`src/rtl/bus_arbiter.sv`:
```
// bus_arbiter: two-master to one-peripheral-bridge arbiter.
//
// A request seen in IDLE is latched into holding registers and given one
// ACCESS cycle on the bridge, where the bridge read data is captured. In the
// following RESP cycle the granted master gets a one-cycle ack together with
// the captured read data. Ties go round-robin by default.
//
// Build option:
//   ARB_FIXED_PRIO_EN  when defined, ties always go to master 0 and the
//                      last-grant pointer is not built.
//
// Ports:
//   CLK                 clock, rising edge
//   RST                 asynchronous active-low reset
//   m0_req/m1_req       level requests, held until the matching ack
//   m*_addr/m*_wd/m*_we master address, write data, write enable
//   m*_ack              one-cycle completion pulse
//   m*_rd               read data, valid with ack, 0 otherwise
//   bus_addr/bus_wd     bridge address / write data (hold last latched value)
//   bus_we              bridge write enable, only ever high in ACCESS
//   bus_rd              combinational read data from the bridge
//   gnt_id              master owning the bus (meaningful while busy)
//   busy                high in ACCESS and RESP
//
// state  | meaning
// -------+--------------------------------------------------------------
// IDLE   | waiting for a request; winner is latched on leaving
// ACCESS | one bridge cycle with the latched request; bus_rd captured
// RESP   | ack pulse and read data to the granted master
module bus_arbiter #(
  parameter int ADDR_W = 32,
  parameter int DATA_W = 32
) (
  input  logic              CLK,
  input  logic              RST,
  input  logic              m0_req,
  input  logic [ADDR_W-1:0] m0_addr,
  input  logic [DATA_W-1:0] m0_wd,
  input  logic              m0_we,
  output logic              m0_ack,
  output logic [DATA_W-1:0] m0_rd,
  input  logic              m1_req,
  input  logic [ADDR_W-1:0] m1_addr,
  input  logic [DATA_W-1:0] m1_wd,
  input  logic              m1_we,
  output logic              m1_ack,
  output logic [DATA_W-1:0] m1_rd,
  output logic [ADDR_W-1:0] bus_addr,
  output logic [DATA_W-1:0] bus_wd,
  output logic              bus_we,
  input  logic [DATA_W-1:0] bus_rd,
  output logic              gnt_id,
  output logic              busy
);

  typedef enum logic [1:0] {
    S_IDLE   = 2'd0,
    S_ACCESS = 2'd1,
    S_RESP   = 2'd2
  } state_t;

  state_t            state_q, state_d;
  logic              gnt_q, gnt_d;
  logic [ADDR_W-1:0] addr_q, addr_d;
  logic [DATA_W-1:0] wd_q, wd_d;
  logic              we_q, we_d;
  logic [DATA_W-1:0] rd_q, rd_d;
  logic              pick;

`ifdef ARB_FIXED_PRIO_EN
  // Master 0 wins whenever it asks.
  always_comb begin
    pick = ~m0_req;
  end
`else
  logic last_q, last_d;

  // On a tie the master that was not granted last wins.
  always_comb begin
    pick = (m0_req && m1_req) ? ~last_q : m1_req;
  end
`endif

  always_comb begin
    state_d = state_q;
    gnt_d   = gnt_q;
    addr_d  = addr_q;
    wd_d    = wd_q;
    we_d    = we_q;
    rd_d    = rd_q;
`ifndef ARB_FIXED_PRIO_EN
    last_d  = last_q;
`endif
    case (state_q)
      S_IDLE: begin
        if (m0_req || m1_req) begin
          gnt_d   = pick;
          addr_d  = pick ? m1_addr : m0_addr;
          wd_d    = pick ? m1_wd   : m0_wd;
          we_d    = pick ? m1_we   : m0_we;
`ifndef ARB_FIXED_PRIO_EN
          last_d  = pick;
`endif
          state_d = S_ACCESS;
        end
      end
      S_ACCESS: begin
        rd_d    = bus_rd;
        state_d = S_RESP;
      end
      S_RESP: begin
        state_d = S_IDLE;
      end
      default: begin
        state_d = S_IDLE;
      end
    endcase
  end

  always_ff @(posedge CLK or negedge RST) begin
    if (!RST) begin
      state_q <= S_IDLE;
      gnt_q   <= 1'b0;
      addr_q  <= '0;
      wd_q    <= '0;
      we_q    <= 1'b0;
      rd_q    <= '0;
`ifndef ARB_FIXED_PRIO_EN
      last_q  <= 1'b1;  // master 0 wins the first tie
`endif
    end else begin
      state_q <= state_d;
      gnt_q   <= gnt_d;
      addr_q  <= addr_d;
      wd_q    <= wd_d;
      we_q    <= we_d;
      rd_q    <= rd_d;
`ifndef ARB_FIXED_PRIO_EN
      last_q  <= last_d;
`endif
    end
  end

  // Outputs decode straight from registered state, so an async reset
  // removes bus_we and acks immediately.
  always_comb begin
    bus_addr = addr_q;
    bus_wd   = wd_q;
    bus_we   = (state_q == S_ACCESS) && we_q;
    gnt_id   = gnt_q;
    busy     = (state_q != S_IDLE);
    m0_ack   = (state_q == S_RESP) && !gnt_q;
    m1_ack   = (state_q == S_RESP) && gnt_q;
    m0_rd    = m0_ack ? rd_q : '0;
    m1_rd    = m1_ack ? rd_q : '0;
  end

endmodule

```
`config.mk`:
```
export PLATFORM = sky130hd
export DESIGN_NAME = bus_arbiter
export DESIGN_NICKNAME = d
export VERILOG_FILES = /design/src/rtl/bus_arbiter.sv
export SDC_FILE = /design/constraint.sdc
export NUM_CORES = 1
export LEC_CHECK = 0
export BUFFER_PORTS_ARGS = -buffer_cell sky130_fd_sc_hd__buf_4
export CAP_MARGIN = 25
export CORE_MARGIN = 2
export CORE_UTILIZATION = 40
export DETAILED_ROUTE_END_ITERATION = 8
export GPL_TIMING_DRIVEN = 0
export PLACE_DENSITY_LB_ADDON = 0.05
export SYNTH_ARGS = -nofsm -noshare
export SYNTH_HDL_FRONTEND = slang
export SYNTH_SLANG_ARGS = --single-unit
```
`constraint.sdc`:
```
create_clock -name CLK -period 2 [get_ports CLK]
set_clock_uncertainty 0.15 [all_clocks]
set_input_delay 0.1 -clock CLK [delete_from_list [all_inputs] [get_ports CLK]]
set_output_delay 0.1 -clock CLK [all_outputs]
set_load 0.05 [all_outputs]
```
Word-level counts from Yosys, hierarchy flattened

Cells that the tools add are included.
Widths: inputs -> output; s select.

Register bits after elaboration: 101
Input port bits: 166
Output and inout bits: 133
Logic and storage cells: 28

Eq/ne operators: 3
Multiplexer cells: 8
Bitwise gates (word level): 1
Reductions and logical operators: 9

Operators with widths:

| kind               | number |
|---|---|
| $mux 32            | 4 |
| $logic_and 1x1->1  | 4 |
| $pmux 2 s2         | 1 |
| $eq 2x1->1 const B | 1 |
| $eq 2x2->1 const B | 1 |
| $logic_not 2->1    | 1 |
| $mux 1             | 2 |
| $mux 2             | 1 |
| $ne 2x2->1 const B | 1 |
| $reduce_and 2->1   | 1 |
| $reduce_bool 2->1  | 1 |
| $logic_not 1->1    | 1 |
| $logic_or 1x1->1   | 1 |
| $not 1->1          | 1 |

Depth between registers and ports, before layout

Depth in word-level cells: 3
Gate-level depth with buffers: 5

Worst setup path after synthesis

Ideal clock, no wire load.

Kind: register -> output
Start: reg gnt_q, in the netlist gnt_id
End: out m1_rd[22]
Arrival: 2.255 ns
Required time: 1.750 ns
Slack: -0.505 ns
Stages on the path, launching flop included: 5
Path buffers: 1
Cells stage by stage: dfrtp_1 inv_1 nor3b_1 clkbuf_1 and2_1

Word-level cells in the longest chain between the ends: 2

Ends and longest elaborated chain:

| item                   | RTL line | text |
|---|---|---|
| start, declared        | 63       | `logic gnt_q, gnt_d;` |
| start signal, assigned | 133      | `gnt_q <= gnt_d;` |
| $logic_and 1x1->1      | 153      | `m1_ack = (state_q == S_RESP) && gnt_q;` |
| via m1_ack             | 46       | `output logic m1_ack,` |
| $mux 32                | 155      | `m1_rd = m1_ack ? rd_q : '0;` |
| end, declared          | 47       | `output logic [DATA_W-1:0] m1_rd,` |

The timed path passes the listed nets, and every way through them passes these cells.

Worst setup path in the final report

Start: reg state_q[0]
End: out m0_rd[21]

Word-level cells in the longest chain between the ends: 3

Ends and longest elaborated chain:

| item                   | RTL line | text |
|---|---|---|
| start, declared        | 62       | `state_t state_q, state_d;` |
| start signal, assigned | 132      | `state_q <= state_d;` |
| $eq 2x2->1             | 152      | `m0_ack = (state_q == S_RESP) && !gnt_q;` |
| $logic_and 1x1->1      | 152      |  |
| $mux 32                | 154      | `m0_rd = m0_ack ? rd_q : '0;` |
| end, declared          | 41       | `output logic [DATA_W-1:0] m0_rd,` |

Every way passes these cells.

==> metrics <==
max incr delay on CP 0.46 ns; clk_lat worst skew 0.34 ns; Critical Path RT 1.75 ns; Max-Cap Viols 0; CTS Buf Count 9; Cells after DPL 834; grt met1 use 0.264; Final ANT Viol Nets 0; Fillers 790; Final Hold Viols 0; Simple-Gate Fraction of Synth Area 0.0824; RSZ-0062 raised after global routing true; via count 4782; Fin Setup TNS 0 ns; worst reg2reg path depth 5; drt pass-1 iters 6; CP endpoint kind output pin; Critical-path top delay cell dfrtp_2; final-report max-slew violation count 0; Fmax 0.512 GHz; share of power burned in registers 0.257; Area contributors post-synth dfrtp_1, mux2_2, mux2_4; CTS HTree Levels 3; Logic pwr share 0.625; Worst Setup Slack, final 0.0478 ns; cell area after synthesis 5240 um^2; maximum vdd drop 0.000959 V; Initial Utilization 0.412; post-synthesis mux area share 0.398; fin crit share 0.976; RR Endpoint bus_wd[23]$_DFFE_PN0P_; cell taking the most area after synthesis dfrtp_1; area occupied by multi-input gates 2600 um^2; port bufs 298; vias in the first global route 5358; DIE WIDTH 118 um; post-route cell area 9850 um^2; CTS Buffer Depth 2; core outline area 12700 um^2; pin count of the biggest net entering global routing 55; r2r startpoint last_q$_DFFE_PN1P_; first-pass GRT wire length 27.9 mm; Die Height 118 um; Arrival @ worst endpoint 1.70 ns; Post-Synth Adder-Cell Area 0; post-placement cell area 7740 um^2; Std-Cell Rows 41; drt total wl 17.9 mm; GR peak layer met2; Startpoint Class register; fin crit period 1.95 ns; dpl ws -0.0872 ns; internal power 7.95 mW; Crit Path Max Fanout 10; Clk pin slew, worst setup/hold paths 0.07 ns; # clock sinks 101; Psw 6.84 mW; CP cell instances nor3b_4 -> buf_4 -> and2_1 -> buf_4; worst hold path class input pin to async pin; Vias/cell 4.67; Power Dens Cells 1500 nW/um^2; Post-Synth XOR/XNOR Area 0; hold_ws 0.173 ns; Worst-Margin Slew 0.656 ns; kind of critical path register to output pin; sequential share of the synthesized area 0.483; warnings from Yosys 0; status complete, no violations; GPL Wtd Cong 0.758; register area 2530 um^2; Remaining Overflow, GRT 0; CTS tree yes; synthesis-to-finish area growth 88.0%; met3 GRT Util 0.0550; clock power share 0.119; Post-Syn Area per Cell 14.4 um^2; FF+latch count, synth 101; initial antenna violation count 3; Syn Nets 529; switch share 0.462; Top cell by count, worst path buf_4; final core area utilization 0.774; Nets 1010; hpwl dp 11.2 mm; Final Setup Violations 0; post-synth top area share 0.478; Synth cell types 18; GRT Total Usage 0.256; total power 14.8 mW; die area 14000 um^2; Final Non-Filler Cells 1024; Root Driver clkbuf_16; cells after synthesis 363; R2R setup slack 0.05 ns; combinational family with the most area after synthesis multiplexers; proportion of layout cells with a drive suffix above 1 0.627; routed len/inst 17.5 um; Max-slew headroom 0.563; P_leak 4.83 nW; I/O pin count 299; compound-cell area share of the yosys netlist 0.00669; drt initial violations 143; met2 Use GR 0.472; DR DRC count 0
==> Yosys cell counts, drive strengths merged <==
cell type  count
nor2b          1
nor2           1
and2          65
o22ai          1
a31oi          1
dfstp          1
dfrtp        100
mux2         162
clkbuf         7
a21oi          1
buf           17
a21bo          1
inv            2
nor3b          2
o21a           1
==> flip-flops by register name, summed over array words and instances (netlist names) <==
signal and flops:
bus_addr 32, bus_wd 32, gnt_id 1, last_q 1, rd_q 32, state_q 2, we_q 1
==> layout make-up <==
class | count | area share
Sequential cell | 101 | 0.257
Inverter | 2 | 0.000762
Antenna cell | 3 | 0.000762
Clock buffer | 9 | 0.0229
Multi-Input combinational cell | 236 | 0.264
Buffer | 24 | 0.0227
Clock inverter | 7 | 0.00762
Timing Repair Buffer | 470 | 0.403
Tap cell | 172 | 0.0219
==> power groups by stage <==
stage                     Sequential (mW)  Clock, mW  Combinational (mW)
after CTS                            3.77       1.79                9.16
after global placement               3.71          0                8.65
after global routing                 3.94       1.90                9.61
after floorplan                      6.03          0                3.89
final                                3.79       1.76                9.24
after detailed placement             3.76          0                8.78
==> how the worst max path moves through the flow <==
stage	to	startpoint	depth (start not counted)	slack, ns
floorplan	m1_rd[22]	gnt_id$_DFFE_PN0P_	4	0.01
global placement	m0_rd[21]	gnt_id$_DFFE_PN0P_	4	-0.03
detailed placement	m0_rd[21]	gnt_id$_DFFE_PN0P_	4	-0.09
CTS	m1_rd[12]	gnt_id$_DFFE_PN0P_	5	-0.02
global route	m0_rd[21]	state_q[0]$_DFFE_PN0P_	4	-0.02
finish	m0_rd[21]	state_q[0]$_DFFE_PN0P_	4	0.05
==> cells by family after synthesis <==
family / after synthesis
compound gates: 5
buf+inv: 26
flops: 101
mux: 162
simple gates: 69
==> what timing repair did <==
item	in CTS	in global routing
hold buffers	165	0
resized for setup	20	16
setup endpoints to repair	68	82
setup buffers	3	3
pin swaps	0	2
endpoints found under the hold margin	144	0
==> cell usage in the layout (no fill, tap or decap) <==
| cell type | instances |
|---|---|
| buf_4 | 308 |
| dlygate4sd3_1 | 165 |
| dfrtp_1 | 98 |
| mux2_2 | 93 |
| mux2_4 | 69 |
| and2_1 | 47 |
| and2_2 | 18 |
| clkbuf_16 | 9 |
| buf_2 | 7 |
| buf_8 | 6 |
| buf_6 | 6 |
| diode_2 | 3 |
| clkinvlp_4 | 3 |
| inv_1 | 2 |
| nor3b_4 | 2 |
| dfrtp_2 | 2 |
| nor2_2 | 1 |
| nor2b_1 | 1 |
| clkbuf_2 | 1 |
| a21bo_2 | 1 |
| o21a_1 | 1 |
| o22ai_1 | 1 |
| a21oi_1 | 1 |
| a31oi_1 | 1 |
| clkinv_4 | 1 |
| inv_6 | 1 |
| bufinv_16 | 1 |
| clkinv_2 | 1 |
| dfstp_2 | 1 |
| buf_16 | 1 |
==> per-layer routing <==
layer,share of wire,up-vias
li1,-,2233
met1,0.36,2257
met2,0.53,228
met3,0.062,64
met4,0.051,0
met5,0,-
==> worst max-delay path: cells and delay by family, from the launching register on <==
family | cells | cell delay [ns]
buf+inv | 2 | 0.41
flops | 1 | 0.46
simple gates | 2 | 0.49
(Power assumes the default switching activity.)
